$ cat src/rtl/imem_if.sv
// Instruction-memory request/response bus between the fetch unit and memory.
//   req    : request valid, held high until the response returns
//   addr   : word address of the outstanding request, stable while req=1
//   rvalid : response valid for the outstanding request
//   rdata  : instruction word returned with rvalid
// master modport: the fetch unit. slave modport: the memory.
interface imem_if;
  logic        req;
  logic [31:0] addr;
  logic        rvalid;
  logic [31:0] rdata;

  modport master (output req, addr, input rvalid, rdata);
  modport slave  (input req, addr, output rvalid, rdata);
endinterface

$ cat src/rtl/fetch_unit.sv
// IF stage. Owns the architectural PC, keeps one instruction-memory request
// outstanding, picks the next PC (JAL / predicted branch / pc+4), loads the
// IF/ID pipeline register, honours stall and mispredict redirect.
//
// Ports:
//   clk, rst        : clock, synchronous active-low reset
//   stall           : hold PC and IF/ID (hazard unit)
//   predict_fail    : mispredict flush; redirect_pc carries the correct PC
//   imem            : imem_if.master instruction-memory bus
//   bp_pc, bp_imm   : current PC and B-type immediate of imem.rdata to predictor
//   bp_target_pc,
//   bp_predict      : predictor target and taken result for a branch
//   id_valid, id_pc,
//   id_inst,
//   id_predict      : IF/ID pipeline register
//
// Build option: define FETCH_BUF_EN to add a one-entry buffer that keeps a
// response arriving during a stall instead of refetching it.
module fetch_unit #(
  parameter logic [31:0] RESET_PC = 32'h0000_0000,
  parameter logic [31:0] NOP_INST = 32'h0000_0013
) (
  input  logic        clk,
  input  logic        rst,
  input  logic        stall,
  input  logic        predict_fail,
  input  logic [31:0] redirect_pc,
  imem_if.master      imem,
  output logic [31:0] bp_pc,
  output logic [31:0] bp_imm,
  input  logic [31:0] bp_target_pc,
  input  logic        bp_predict,
  output logic        id_valid,
  output logic [31:0] id_pc,
  output logic [31:0] id_inst,
  output logic        id_predict
);

  localparam logic [6:0]  OP_JAL    = 7'b1101111;
  localparam logic [6:0]  OP_BRANCH = 7'b1100011;
  localparam logic [31:0] PC_MASK   = 32'hFFFF_FFFC;

  typedef enum logic [1:0] {IDLE, REQ, DROP} state_t;

  state_t      state_q, state_d;
  logic [31:0] pc_q, pc_d;
  logic [31:0] addr_q, addr_d;
  logic        id_valid_q, id_valid_d;
  logic        id_predict_q, id_predict_d;
  logic [31:0] id_pc_q, id_pc_d;
  logic [31:0] id_inst_q, id_inst_d;

  logic [31:0] imm_j;
  logic [31:0] next_pc;
  logic        taken;
  logic        buf_full;

`ifdef FETCH_BUF_EN
  logic        buf_valid_q, buf_valid_d;
  logic        buf_taken_q, buf_taken_d;
  logic [31:0] buf_inst_q, buf_inst_d;
  logic [31:0] buf_pc_q, buf_pc_d;
  // The entry's next PC is not stored: pc_q is advanced to it at capture.
  assign buf_full = buf_valid_q;
`else
  assign buf_full = 1'b0;
`endif

  // Immediate decode of the returning instruction.
  assign bp_imm = {{20{imem.rdata[31]}}, imem.rdata[7], imem.rdata[30:25],
                   imem.rdata[11:8], 1'b0};
  assign imm_j  = {{12{imem.rdata[31]}}, imem.rdata[19:12], imem.rdata[20],
                   imem.rdata[30:21], 1'b0};

  // Next-PC selection; adds wrap modulo 2^32 and the result stays word aligned.
  always_comb begin
    next_pc = (pc_q + 32'd4) & PC_MASK;
    taken   = 1'b0;
    case (imem.rdata[6:0])
      OP_JAL: begin
        next_pc = (pc_q + imm_j) & PC_MASK;
        taken   = 1'b1;
      end
      OP_BRANCH: begin
        next_pc = bp_target_pc & PC_MASK;
        taken   = bp_predict;
      end
      default: ;
    endcase
  end

  // Next-state / datapath. Priority: flush, then accept/stall handling.
  always_comb begin
    // NOTE: every signal assigned here gets a default first, so no path can
    // leave one unassigned and infer a latch.
    state_d      = state_q;
    pc_d         = pc_q;
    addr_d       = addr_q;
    id_valid_d   = id_valid_q;
    id_pc_d      = id_pc_q;
    id_inst_d    = id_inst_q;
    id_predict_d = id_predict_q;
`ifdef FETCH_BUF_EN
    buf_valid_d  = buf_valid_q;
    buf_taken_d  = buf_taken_q;
    buf_inst_d   = buf_inst_q;
    buf_pc_d     = buf_pc_q;
`endif

    if (predict_fail) begin
      // Flush beats stall; a request still in flight must be drained in DROP.
      pc_d         = redirect_pc & PC_MASK;
      id_valid_d   = 1'b0;
      id_inst_d    = NOP_INST;
      id_predict_d = 1'b0;
`ifdef FETCH_BUF_EN
      buf_valid_d  = 1'b0;
`endif
      case (state_q)
        REQ:     state_d = imem.rvalid ? IDLE : DROP;
        DROP:    if (imem.rvalid) state_d = IDLE;
        default: state_d = IDLE;
      endcase
    end else begin
      // Unstalled IF/ID takes a bubble unless something real is delivered below.
      if (!stall) begin
        id_valid_d   = 1'b0;
        id_inst_d    = NOP_INST;
        id_predict_d = 1'b0;
      end

      case (state_q)
        IDLE: begin
          if (!stall && !buf_full) begin
            state_d = REQ;
            addr_d  = pc_q;
          end
        end
        REQ: begin
          if (imem.rvalid) begin
            if (!stall) begin
              // Accept and issue the next request back-to-back.
              id_valid_d   = 1'b1;
              id_pc_d      = pc_q;
              id_inst_d    = imem.rdata;
              id_predict_d = taken;
              pc_d         = next_pc;
              addr_d       = next_pc;
            end else begin
`ifdef FETCH_BUF_EN
              buf_valid_d = 1'b1;
              buf_inst_d  = imem.rdata;
              buf_pc_d    = pc_q;
              buf_taken_d = taken;
              pc_d        = next_pc;
`endif
              // Without the buffer the response is dropped and pc_q refetched.
              state_d = IDLE;
            end
          end
        end
        DROP: begin
          if (imem.rvalid) state_d = IDLE;
        end
        default: state_d = IDLE;
      endcase

`ifdef FETCH_BUF_EN
      // A full buffer implies IDLE, so this never collides with an accept.
      if (!stall && buf_valid_q) begin
        id_valid_d   = 1'b1;
        id_pc_d      = buf_pc_q;
        id_inst_d    = buf_inst_q;
        id_predict_d = buf_taken_q;
        buf_valid_d  = 1'b0;
      end
`endif
    end
  end

  always_ff @(posedge clk) begin
    // NOTE: state registers use non-blocking assignments so every flop
    // samples pre-edge values regardless of statement order.
    if (!rst) begin
      state_q      <= IDLE;
      pc_q         <= RESET_PC;
      addr_q       <= RESET_PC;
      id_valid_q   <= 1'b0;
      id_pc_q      <= 32'h0;
      id_inst_q    <= NOP_INST;
      id_predict_q <= 1'b0;
    end else begin
      state_q      <= state_d;
      pc_q         <= pc_d;
      addr_q       <= addr_d;
      id_valid_q   <= id_valid_d;
      id_pc_q      <= id_pc_d;
      id_inst_q    <= id_inst_d;
      id_predict_q <= id_predict_d;
    end
  end

`ifdef FETCH_BUF_EN
  always_ff @(posedge clk) begin
    if (!rst) buf_valid_q <= 1'b0;
    else      buf_valid_q <= buf_valid_d;
  end

  // NOTE: buffer payload has no reset; it is only read while buf_valid_q=1.
  always_ff @(posedge clk) begin
    buf_taken_q <= buf_taken_d;
    buf_inst_q  <= buf_inst_d;
    buf_pc_q    <= buf_pc_d;
  end
`endif

  assign imem.req   = (state_q == REQ) || (state_q == DROP);
  assign imem.addr  = addr_q;
  assign bp_pc      = pc_q;
  assign id_valid   = id_valid_q;
  assign id_pc      = id_pc_q;
  assign id_inst    = id_inst_q;
  assign id_predict = id_predict_q;

endmodule

$ cat src/flat_wrapper.sv
// flat-port wrapper written by rule: the top's interface ports become plain ports
module fetch_unit_flat 
#(
  parameter logic [31:0] RESET_PC = 32'h0000_0000,
  parameter logic [31:0] NOP_INST = 32'h0000_0013
)
  (clk, rst, stall, predict_fail, redirect_pc, bp_pc, bp_imm, bp_target_pc, bp_predict, id_valid, id_pc, id_inst, id_predict, imem_req, imem_addr, imem_rvalid, imem_rdata);
  imem_if imem_i ();
  input  logic clk;
  input  logic rst;
  input  logic stall;
  input  logic predict_fail;
  input  logic [31:0] redirect_pc;
  output logic [31:0] bp_pc;
  output logic [31:0] bp_imm;
  input  logic [31:0] bp_target_pc;
  input  logic bp_predict;
  output logic id_valid;
  output logic [31:0] id_pc;
  output logic [31:0] id_inst;
  output logic id_predict;
  output wire logic [$bits(imem_i.req)-1:0] imem_req;
  output wire logic [$bits(imem_i.addr)-1:0] imem_addr;
  input wire logic [$bits(imem_i.rvalid)-1:0] imem_rvalid;
  input wire logic [$bits(imem_i.rdata)-1:0] imem_rdata;
  assign imem_req = imem_i.req;
  assign imem_addr = imem_i.addr;
  assign imem_i.rvalid = imem_rvalid;
  assign imem_i.rdata = imem_rdata;
  fetch_unit #(.RESET_PC(RESET_PC), .NOP_INST(NOP_INST)) u_core (.clk(clk), .rst(rst), .stall(stall), .predict_fail(predict_fail), .redirect_pc(redirect_pc), .imem(imem_i), .bp_pc(bp_pc), .bp_imm(bp_imm), .bp_target_pc(bp_target_pc), .bp_predict(bp_predict), .id_valid(id_valid), .id_pc(id_pc), .id_inst(id_inst), .id_predict(id_predict));
endmodule
$ cat config.mk
export PLATFORM = sky130hd
export DESIGN_NAME = fetch_unit_flat
export DESIGN_NICKNAME = d
export VERILOG_FILES = /design/src/rtl/imem_if.sv /design/src/rtl/fetch_unit.sv /design/src/flat_wrapper.sv
export SDC_FILE = /design/constraint.sdc
export NUM_CORES = 1
export LEC_CHECK = 0
export BUFFER_PORTS_ARGS = -buffer_cell sky130_fd_sc_hd__buf_2
export CORE_UTILIZATION = 46
export CTS_CLUSTER_DIAMETER = 200
export DETAILED_ROUTE_END_ITERATION = 10
export GPL_ROUTABILITY_DRIVEN = 0
export HOLD_SLACK_MARGIN = 0.05
export PLACE_DENSITY = 0.82
export SLEW_MARGIN = 10
export SYNTH_ARGS = -nofsm -noshare
export SYNTH_HDL_FRONTEND = slang
export SYNTH_SLANG_ARGS = --single-unit
$ cat constraint.sdc
create_clock -name clk -period 4.4 [get_ports clk]
set_clock_uncertainty 0.1 [all_clocks]
set_input_delay 0.66 -clock clk [delete_from_list [all_inputs] [get_ports clk]]
set_output_delay 0.66 -clock clk [all_outputs]
set_load 0.02 [all_outputs]
=== After elaboration in Yosys (flattened, before gate mapping) ===
Cells that the tools add are included.

* Logic and storage cells: 65
* Register bits: 132

* Add/sub/neg operators: 2
* Multiplexer cells: 30
* Bitwise operators: 3
* Reduce and logical (&&, ||, !) cells: 11
* Equal/unequal tests: 11

{| class="wikitable"
|+ Operators by type and width
! kind !! number
|-
| $mux 32 || 11
|-
| $pmux 32 s2 || 2
|-
| $add 32x3->32 const B || 1
|-
| $add 32x32->32 || 1
|-
| $eq 7x7->1 const B || 2
|-
| $mux 2 || 6
|-
| $ne 3x3->1 const B || 3
|-
| $reduce_and 3->1 || 3
|-
| $mux 1 || 8
|-
| $ne 2x2->1 const B || 3
|-
| $pmux 2 s3 || 1
|-
| $reduce_bool 2->1 || 3
|-
| $reduce_and 5->1 || 1
|-
| $pmux 2 s2 || 1
|-
| $reduce_and 4->1 || 1
|-
| $not 1->1 || 3
|-
| $eq 2x1->1 const B || 1
|-
| $eq 2x2->1 const B || 1
|-
| $logic_not 2->1 || 1
|-
| $ne 2x1->1 const B || 1
|-
| $pmux 1 s2 || 1
|-
| $reduce_or 2->1 || 1
|-
| $logic_or 1x1->1 || 1
|}

=== Depth between registers and ports, before layout ===
Gate-level depths: netlist of run 1.

* Depth after elaboration: 6
* Depth in mapped cells: 16
* Mapped depth without buffers: 14

=== Least setup slack after synthesis of run 1 ===
No wires, ideal clock.

* Kind: input to register
* From: input imem_rdata[5]
* To: register u_core.pc_q[22] (netlist: u_core.bp_pc[22])
* Stages: 14
* Arrival time: 3.683 ns
* Setup slack: 0.499 ns
* Setup time: 0.117 ns
* Cell sequence: nor2b_1 -> nand4_1 -> or3_1 -> ha_1 -> fa_1 -> a211oi_1 -> o21ai_1 -> o2111ai_2 -> o21ai_2 -> o21ai_4 -> mux2_2 -> nor3_1 -> a2111oi_0 -> a32o_1

* Longest elaborated chain between the ends: 6

{| class="wikitable"
|+ RTL lines
! item !! line !! source
|-
| from (decl) || flat_wrapper.sv:25 || <nowiki>input wire logic [$bits(imem_i.rdata)-1:0] imem_rdata;</nowiki>
|-
| $eq 7x7->1 || fetch_unit.sv:79 || <nowiki>case (imem.rdata[6:0])</nowiki>
|-
| $pmux 32 s2 * || fetch_unit.sv:79 ||
|-
| $mux 32 * || fetch_unit.sv:141 || <nowiki>if (!stall) begin</nowiki>
|-
| $mux 32 * || fetch_unit.sv:140 || <nowiki>if (imem.rvalid) begin</nowiki>
|-
| $mux 32 * || fetch_unit.sv:132 || <nowiki>case (state_q)</nowiki>
|-
| $mux 32 * || fetch_unit.sv:110 || <nowiki>if (predict_fail) begin</nowiki>
|-
| to (signal assigned) || fetch_unit.sv:194 || <nowiki>pc_q <= pc_d;</nowiki>
|-
| to (decl) || fetch_unit.sv:46 || <nowiki>logic [31:0] pc_q, pc_d;</nowiki>
|}

Mark *: on every way between the ends. The rest lies on a longest branch, timed or not. The select of a mux whose other input is x is not followed.
A chain may end at the register's enable or synchronous reset.

=== Final worst setup path of run 1 ===
* From: input imem_rdata[5]
* To: register u_core.addr_q[26] (netlist: u_core.imem.addr[26])

* Longest elaborated chain between the ends: 5

{| class="wikitable"
|+ RTL lines
! item !! line !! source
|-
| $eq 7x7->1 || fetch_unit.sv:79 ||
|-
| $pmux 32 s2 * || fetch_unit.sv:79 ||
|-
| $mux 32 * || fetch_unit.sv:141 ||
|-
| $mux 32 * || fetch_unit.sv:140 ||
|-
| $pmux 32 s2 * || fetch_unit.sv:132 ||
|-
| to (signal assigned) || fetch_unit.sv:195 || <nowiki>addr_q <= addr_d;</nowiki>
|-
| to (decl) || fetch_unit.sv:47 || <nowiki>logic [31:0] addr_q, addr_d;</nowiki>
|}

Marked as above.

==> results of run 1 <==
[area by class of cell]
class                   count  area, µm²
multi-input cells         697       4300
well taps                 211        264
clock inverters            12        169
inverters                   8       30.0
repair buffers            279       1470
fillers                  1430       6230
clock buffers              19        443
flip-flops and latches    126       2520
[final timing paths]
kind / startpoint / to / slack (ns) / cells past startpoint
max: imem_rdata[5] / u_core.imem.addr[26]$_SDFFE_PN0P_ / 0.54 / 15
min: flip-flop / flip-flop / 0.35 / 2
max reg2reg: u_core.bp_pc[2]$_SDFFE_PN0P_ / u_core.imem.addr[26]$_SDFFE_PN0P_ / 1.21 / 11
min reg2reg: flip-flop / flip-flop / 0.35 / 2
[Yosys cell counts, types with 8 or more instances]
cell,n
nor3_1,15
a211oi_1,17
buf_1,10
nand3_1,31
o21ai_0,46
a21oi_1,59
a22oi_1,30
buf_4,39
nor2b_1,22
xnor2_1,16
mux2i_1,20
nor2_1,86
a31oi_1,8
o211ai_1,13
clkbuf_1,57
dfxtp_1,126
or3_1,14
a21o_1,10
a21boi_0,32
nand4_1,11
and2_1,22
nand2_1,114
ha_1,21
[per-stage QoR]
stage               std cells  power [µW]  setup WS, ns  util, %
CTS                      1352        3110         0.553     59.6
detailed placement       1321        1630         0.114     55.7
floorplan                 944        1500         0.499        -
global route             1352        3210         0.209     59.6
finish                   1352        3090         0.537     59.6
global placement         1321        1630         0.160     55.7
[power breakdown]
part | switching [µW] | internal, µW
logic | 252 | 148
registers | 43.2 | 1170
clock network | 525 | 954
[logic make-up after synthesis]
logic type	Yosys count	synth area share [%]
AOI/OAI and AO/OA	272	25.3
xor gates and xnor gates	21	2.49
adders and majority gates	22	3.82
buffers and inverters	121	8.32
DFF	126	34.1
muxes	22	3.01
other	1	0.0507
and+or+nand+nor	353	22.9
[per-layer routing]
metal	track usage, %	up-vias
met5	0	-
met4	13.3	4
met3	8.98	68
met2	47.3	365
met1	34.7	3570
li1	-	3706
[worst max-delay path, delay by kind of cell]
family / cells / cell delay (ns)
adders and majority gates: 2 / 0.63
and+or+nand+nor: 4 / 0.88
buffers and inverters: 1 / 0.10
AOI/OAI and AO/OA: 8 / 1.81
==> flow_summary.toml, run 1 <==
[run_status]
status = "finished clean"

[sta]
setup-violations-final = 0
drv_slew = 0
tns_ns = 0
hold_viol_final = 0
fmax_ghz = 0.259
max_slew.worst_pin.slew_ns = 1.04
slew_headroom_pct = 30.8
period_needed_ns = 3.86
holdWs_ns = 0.355
fin_crit_sh_pct = 87.8
rsz0062_at_grt = "false"

[synth]
syn_area_per_cell_um2 = 7.89
synthFlopType = "dfxtp_1"
synth.lib_cells_used.distinct = 75
synth_top_area_share_pct = 34.1
syn_area_um2 = 7400
ys_seq_elements = 126
synthCells = 938
yosysTopAreaCell = "dfxtp_1"
ys_seq_area_share_pct = 34.1
synth_edf_count = 0
yosysWarnings = 0
ys_top_cells_by_area = "dfxtp_1 (34%), nand2_1 (5.8%), nor2_1 (4.4%)"
async_flop_share_pct = 0

[cells_and_area]
drive_gt1_share_pct = 29.4
fin_nets = 1253
syn2layout_area_growth_pct = 24.4
final_cell_mix = "buf_2 (253), dfxtp_1 (126), nand2_1 (114), nor2_1 (85), a21oi_1 (59)"
n_antenna_cell = 0
final_area_um2 = 9200
final_common_cell = "buf_2"

[critical_path]
crit_fanout = 4
max_stage_delay_ns = 0.44
arrival_ns = 4.09
cp_cell_sequence = "buf_2, nor2b_1, nand4_1, or3_1, ha_1, fa_1, a211oi_1, o21ai_1, o2111ai_2, o21ai_2, o41ai_1, o21ba_4, nor3b_2, a21oi_1, o31ai_2"
end_kind = "flip-flop"
critPathKind = "input pin to flip-flop"
cp.required_ns = 4.63
crit_path_top_delay_cell = "o41ai_1"
setup.worst_path.start_class = "input pin"

[clock_tree]
cts_sinks = 126
clk_pin_slew_ns = 0.06
ctsHtreeMaxLevel = 4
clockBufferDepth = 2
clock-root-buffer = "clkbuf_16"
numCtsBuffers = 17
cts_tree = "yes"
post-cts-setup-buffers = 0
clk_latency_ns = 0.42
ctsHoldBuffers = 0
cts_resized = 0

[detailed_routing]
vias_per_cell = 5.70
ant_nets = 0
vias = 7713
post_drt_wl_per_cell_um = 17.7
drt_iter0_markers = 474
remaining_drc_errors = 0
dr_wl_met2_um = 11100
wirelength_um = 24000
drtPass1Iterations = 5
highest_layer = "met5"
dr_wl_met3_um = 2170
wl_met1_um = 9860

[grt]
grt_antenna_before_repair = 3
grt_max_degree = 68
grt_pass1_vias = 7116
track_usage_pct = 28.9
grt.overflow.total = 0
grt_pass1_wl_um = 36800

[pwr]
ir_worst_vdd_uv = 248
powerDensity_nw_per_um2 = 336
p_leak_uw = 0.00408

[floorplanning]
ios = 265
initial_core_util_pct = 47.9
die_area_um2 = 16600
die_h_um = 129
coreArea_um2 = 15400
die_x_um = 129
row_count = 45

[placed_design]
post_dp_cell_area_um2 = 8590
hpwlAfterDp_um = 17000
portBuffers = 253

[min_path]
hp-class = "flip-flop to flip-flop"

[run]
maxCapViolCount = 0
No activity file was read; power rests on OpenSTA's default activity.
==> run 2, diff against run 1 <==
CELL_PAD_IN_SITES_DETAIL_PLACEMENT = 0   (was default)
CELL_PAD_IN_SITES_GLOBAL_PLACEMENT = 1   (was default)
CORE_UTILIZATION = 36   (was 46)
PLACE_DENSITY = 0.88   (was 0.82)
==> flow_summary.toml, run 2 (synthesis results as in run 1) <==
[clock_tree]
ctsHoldBuffers = 0
ctsHtreeMaxLevel = 4
cts_resized = 0
cts_sinks = 126
clk_latency_ns = 0.43
cts_tree = "yes"
clock-root-buffer = "clkbuf_16"
clk_pin_slew_ns = 0.06
post-cts-setup-buffers = 0
numCtsBuffers = 17
clockBufferDepth = 2

[sta]
period_needed_ns = 3.93
holdWs_ns = 0.358
slew_headroom_pct = 35.6
setup-violations-final = 0
fin_crit_sh_pct = 89.4
fmax_ghz = 0.254
rsz0062_at_grt = "false"
hold_viol_final = 0
max_slew.worst_pin.slew_ns = 0.966
tns_ns = 0
drv_slew = 0

[floorplanning]
die_h_um = 145
coreArea_um2 = 20200
die_area_um2 = 21100
ios = 265
die_x_um = 145
row_count = 52
initial_core_util_pct = 36.7

[critical_path]
timing.rr.start = "u_core.bp_pc[2]$_SDFFE_PN0P_"
critPathKind = "input pin to flip-flop"
end_kind = "flip-flop"
crit_path_top_delay_cell = "o211ai_1"
crit_start = "imem_rdata[4]"
crit_fanout = 18
arrival_ns = 4.19
cp_cell_sequence = "buf_2, nor2b_1, nand4_1, buf_4, nor2_1, buf_4, and2_1, ha_1, a21o_1, a21oi_1, a21oi_1, o211ai_1, a31o_2, a21oi_2, buf_4, o311a_1, a21oi_1, o2111a_1"
cp.required_ns = 4.66
cp_top_family = "compound AO/OA/AOI/OAI gates"
setup.worst_path.start_class = "input pin"
path_buf_inv = 4
max_stage_delay_ns = 0.37

[grt]
grt_max_degree = 59
grt.overflow.total = 0
track_usage_pct = 23.6
grt_antenna_before_repair = 5
grt_pass1_vias = 7271
grt_pass1_wl_um = 39100

[pwr]
powerDensity_nw_per_um2 = 328
power.total_uw = 3060
ir_worst_vdd_uv = 252
p_leak_uw = 0.00411

[min_path]
hp-class = "flip-flop to flip-flop"
worstHoldStart = "u_core.id_pc[25]$_SDFFE_PN0P_"

[cells_and_area]
final_common_cell = "buf_2"
final_cell_mix = "buf_2 (253), dfxtp_1 (126), nand2_1 (114), nor2_1 (85), a21oi_1 (59)"
fin_nets = 1262
drive_gt1_share_pct = 29.9
syn2layout_area_growth_pct = 26.0

[placed_design]
hpwlAfterDp_um = 17900
portBuffers = 253

[run_status]
status = "finished clean"

[detailed_routing]
remaining_drc_errors = 0
vias = 7574
drt_iter0_markers = 473
wirelength_um = 25100
vias_per_cell = 5.32
post_drt_wl_per_cell_um = 17.6
ant_nets = 0
drtPass1Iterations = 5

[run]
maxCapViolCount = 0
-- run 2: changes by cell type in the layout (fill, tap and decap cells not counted) --
cell,change
diode_2,+4
clkbuf_1,+1
clkinv_2,+1
nor2_2,-1
nor2_4,+1
bufinv_16,-1
buf_4,+10
buf_12,-1
-- run 2: cell type report --
type,count,area [µm²]
repair buffers,288,1530
multi-input cells,697,4300
inverters,8,30.0
fillers,2030,10800
clock inverters,12,144
clock buffers,20,447
diodes,4,10.0
well taps,270,338
flip-flops and latches,126,2520
-- run 2: path summary, 6_finish.rpt --
| check | end | slack, ns | cells after the start |
|---|---|---|---|
| setup / recovery | u_core.imem.addr[23]$_SDFFE_PN0P_ | 0.47 | 18 |
| hold / removal | u_core.id_pc[25]$_SDFFE_PN0P_ | 0.36 | 2 |
| setup reg to reg | u_core.bp_pc[22]$_SDFFE_PN0P_ | 1.27 | 11 |
| hold reg to reg | u_core.id_pc[25]$_SDFFE_PN0P_ | 0.36 | 2 |
-- run 2: routing by layer --
metal  vias up  GRT usage [%]  share of wire [%]
li1       3719              -                  -
met1      3523           28.5                 42
met2       286           38.8                 47
met3        44           7.37                7.9
met4         2           10.1                3.0
met5         -              0              0.052
-- run 2: report_power, final --
group / leakage (µW) / switching (µW) / internal, µW
logic: 0.00279 / 252 / 149
clock network: 0.000289 / 541 / 899
registers: 0.00102 / 43.2 / 1170
-- run 2: stage by stage --
stage	instances	util, %	cell area (µm²)	setup WS, ns
finish	1425	46.2	9320	0.466
global route	1422	46.2	9320	0.170
CTS	1421	46.2	9310	0.505
detailed placement	1389	43.2	8720	0.0887
global placement	1389	43.2	8720	0.147
floorplan	944	-	7420	0.499
-- run 2: worst min-delay path, cell delays in order (launching register included) --
cell and delay, ns:
dfxtp_1 0.30, nand2_1 0.04, a21boi_0 0.06
==> run 3, diff against run 2 <==
REMOVE_ABC_BUFFERS = 1   (was default)
==> flow_summary.toml, run 3 (synthesis results as in run 1) <==
[critical_path]
crit_fanout = 6
cp_top_family = "compound AO/OA/AOI/OAI gates"
cp_cell_sequence = "buf_2, nor2b_1, nand4_1, nor2_1, buf_4, and2_1, ha_1, a21o_1, a21oi_1, a21oi_1, o211ai_1, a21bo_2, mux2i_1, mux2_2, o221ai_1, a21oi_1"
cpMostUsedCell = "a21oi_1"
max_stage_delay_ns = 0.39
crit_start = "imem_rdata[5]"
crit_end = "u_core.bp_pc[29]$_SDFFE_PN0P_"
reg2regPathDepth = 11
ff2ff_setup_slack_ns = 1.18
path_buf_inv = 2
end_kind = "flip-flop"
r2r_end = "u_core.bp_pc[22]$_SDFFE_PN0P_"
crit_cells = 16
arrival_ns = 4.11
setup.worst_path.start_class = "input pin"
crit_path_top_delay_cell = "o211ai_1"
timing.rr.start = "u_core.bp_pc[2]$_SDFFE_PN0P_"
cp.required_ns = 4.59
critPathKind = "input pin to flip-flop"

[cells_and_area]
final_common_cell = "buf_2"
syn2layout_area_growth_pct = 25.6
fin_nets = 1251
final_cell_mix = "buf_2 (252), dfxtp_1 (126), nand2_1 (113), nor2_1 (85), a21oi_1 (59)"
fin_util_pct = 46.0
drive_gt1_share_pct = 29.5
stdcell_count = 1411

[floorplanning]
coreArea_um2 = 20200
initial_core_util_pct = 36.7
die_x_um = 145
die_area_um2 = 21100
row_count = 52
die_h_um = 145
ios = 265

[clock_tree]
ctsHoldBuffers = 0
clockBufferDepth = 2
clock-root-buffer = "clkbuf_16"
numCtsBuffers = 17
cts_sinks = 126
post-cts-setup-buffers = 0
cts_resized = 0
cts_tree = "yes"
clk_latency_ns = 0.43
ctsHtreeMaxLevel = 4
clk_pin_slew_ns = 0.06

[grt]
grt_max_degree = 57
grt_pass1_wl_um = 40700
grt.overflow.total = 0
track_usage_pct = 24.8
grt_pass1_vias = 7491
grt_antenna_before_repair = 0

[detailed_routing]
remaining_drc_errors = 0
drt_iter0_markers = 399
drtPass1Iterations = 5
vias_per_cell = 5.42
post_drt_wl_per_cell_um = 18.5
vias = 7648
wirelength_um = 26100
ant_nets = 0

[sta]
drv_slew = 0
postLayoutSetupSlackWorst_ns = 0.482
period_needed_ns = 3.92
tns_ns = 0
hold_viol_final = 0
fmax_ghz = 0.255
holdWs_ns = 0.356
fin_crit_sh_pct = 89.0
rsz0062_at_grt = "false"
max_slew.worst_pin.slew_ns = 1.10
setup-violations-final = 0
slew_headroom_pct = 26.6

[min_path]
hp-class = "flip-flop to flip-flop"

[placed_design]
post-place-ws_ns = 0.0713
hpwlAfterDp_um = 18500
dp_cells = 1378
portBuffers = 253

[run_status]
status = "finished clean"

[pwr]
powerDensity_nw_per_um2 = 340
ir_worst_vdd_uv = 242
p_leak_uw = 0.00407

[run]
maxCapViolCount = 0
run 3: cell types whose count changed in the layout (fill, tap and decap cells not counted), moves of 2 or more:
cell,delta
clkbuf_1,-2
clkinv_2,-4
diode_2,-3
clkinv_4,+2
buf_4,-10
run 3: worst register-to-register path: cells and delay by family, from the launching register on:
| family | cells | cell delay, ns |
|---|---|---|
| muxes | 1 | 0.39 |
| DFF | 1 | 0.36 |
| AOI/OAI and AO/OA | 7 | 1.40 |
| and+or+nand+nor | 1 | 0.18 |
| adders and majority gates | 2 | 0.70 |
run 3: report_power, final:
part / leakage, µW / switching [µW] / internal, µW / total (µW)
combinational: 0.00274 / 258 / 148 / 406
sequential: 0.00102 / 40.1 / 1170 / 1210
clock: 0.000306 / 563 / 980 / 1540
total: 0.00407 / 861 / 2300 / 3160
run 3: worst min path at each step:
| stage | endpoint | slack (ns) | cells past startpoint |
|---|---|---|---|
| after floorplan | u_core.state_q[1]$_SDFFE_PN0P_ | 0.36 | 2 |
| after global placement | flip-flop | 0.34 | 2 |
| after detailed placement | u_core.imem.addr[16]$_SDFFE_PN0P_ | 0.35 | 2 |
| after CTS | u_core.bp_pc[12]$_SDFFE_PN0P_ | 0.35 | 3 |
| after global routing | u_core.bp_pc[15]$_SDFFE_PN0P_ | 0.36 | 2 |
| final | flip-flop | 0.36 | 2 |
run 3: routing by layer:
metal	GRT usage, %	routed length [µm]	vias up
met5	0	0	-
met3	5.64	1680	41
met4	9.00	550	0
met1	29.8	11200	3662
met2	43.1	12700	264
li1	-	-	3681
run 3: stage by stage:
stage	cell area (µm²)	total power, µW
final	9290	3160
after floorplan	6830	1420
after CTS	9290	3190
after global routing	9290	3280
after detailed placement	8640	1640
after global placement	8640	1640
run 3: cell type report:
class / instances / area, µm²
diodes: 1 / 2.50
clock inverters: 13 / 188
multi-input cells: 697 / 4310
well taps: 270 / 338
fillers: 2067 / 10900
clock buffers: 19 / 453
repair buffers: 277 / 1450
inverters: 8 / 30.0
flip-flops and latches: 126 / 2520
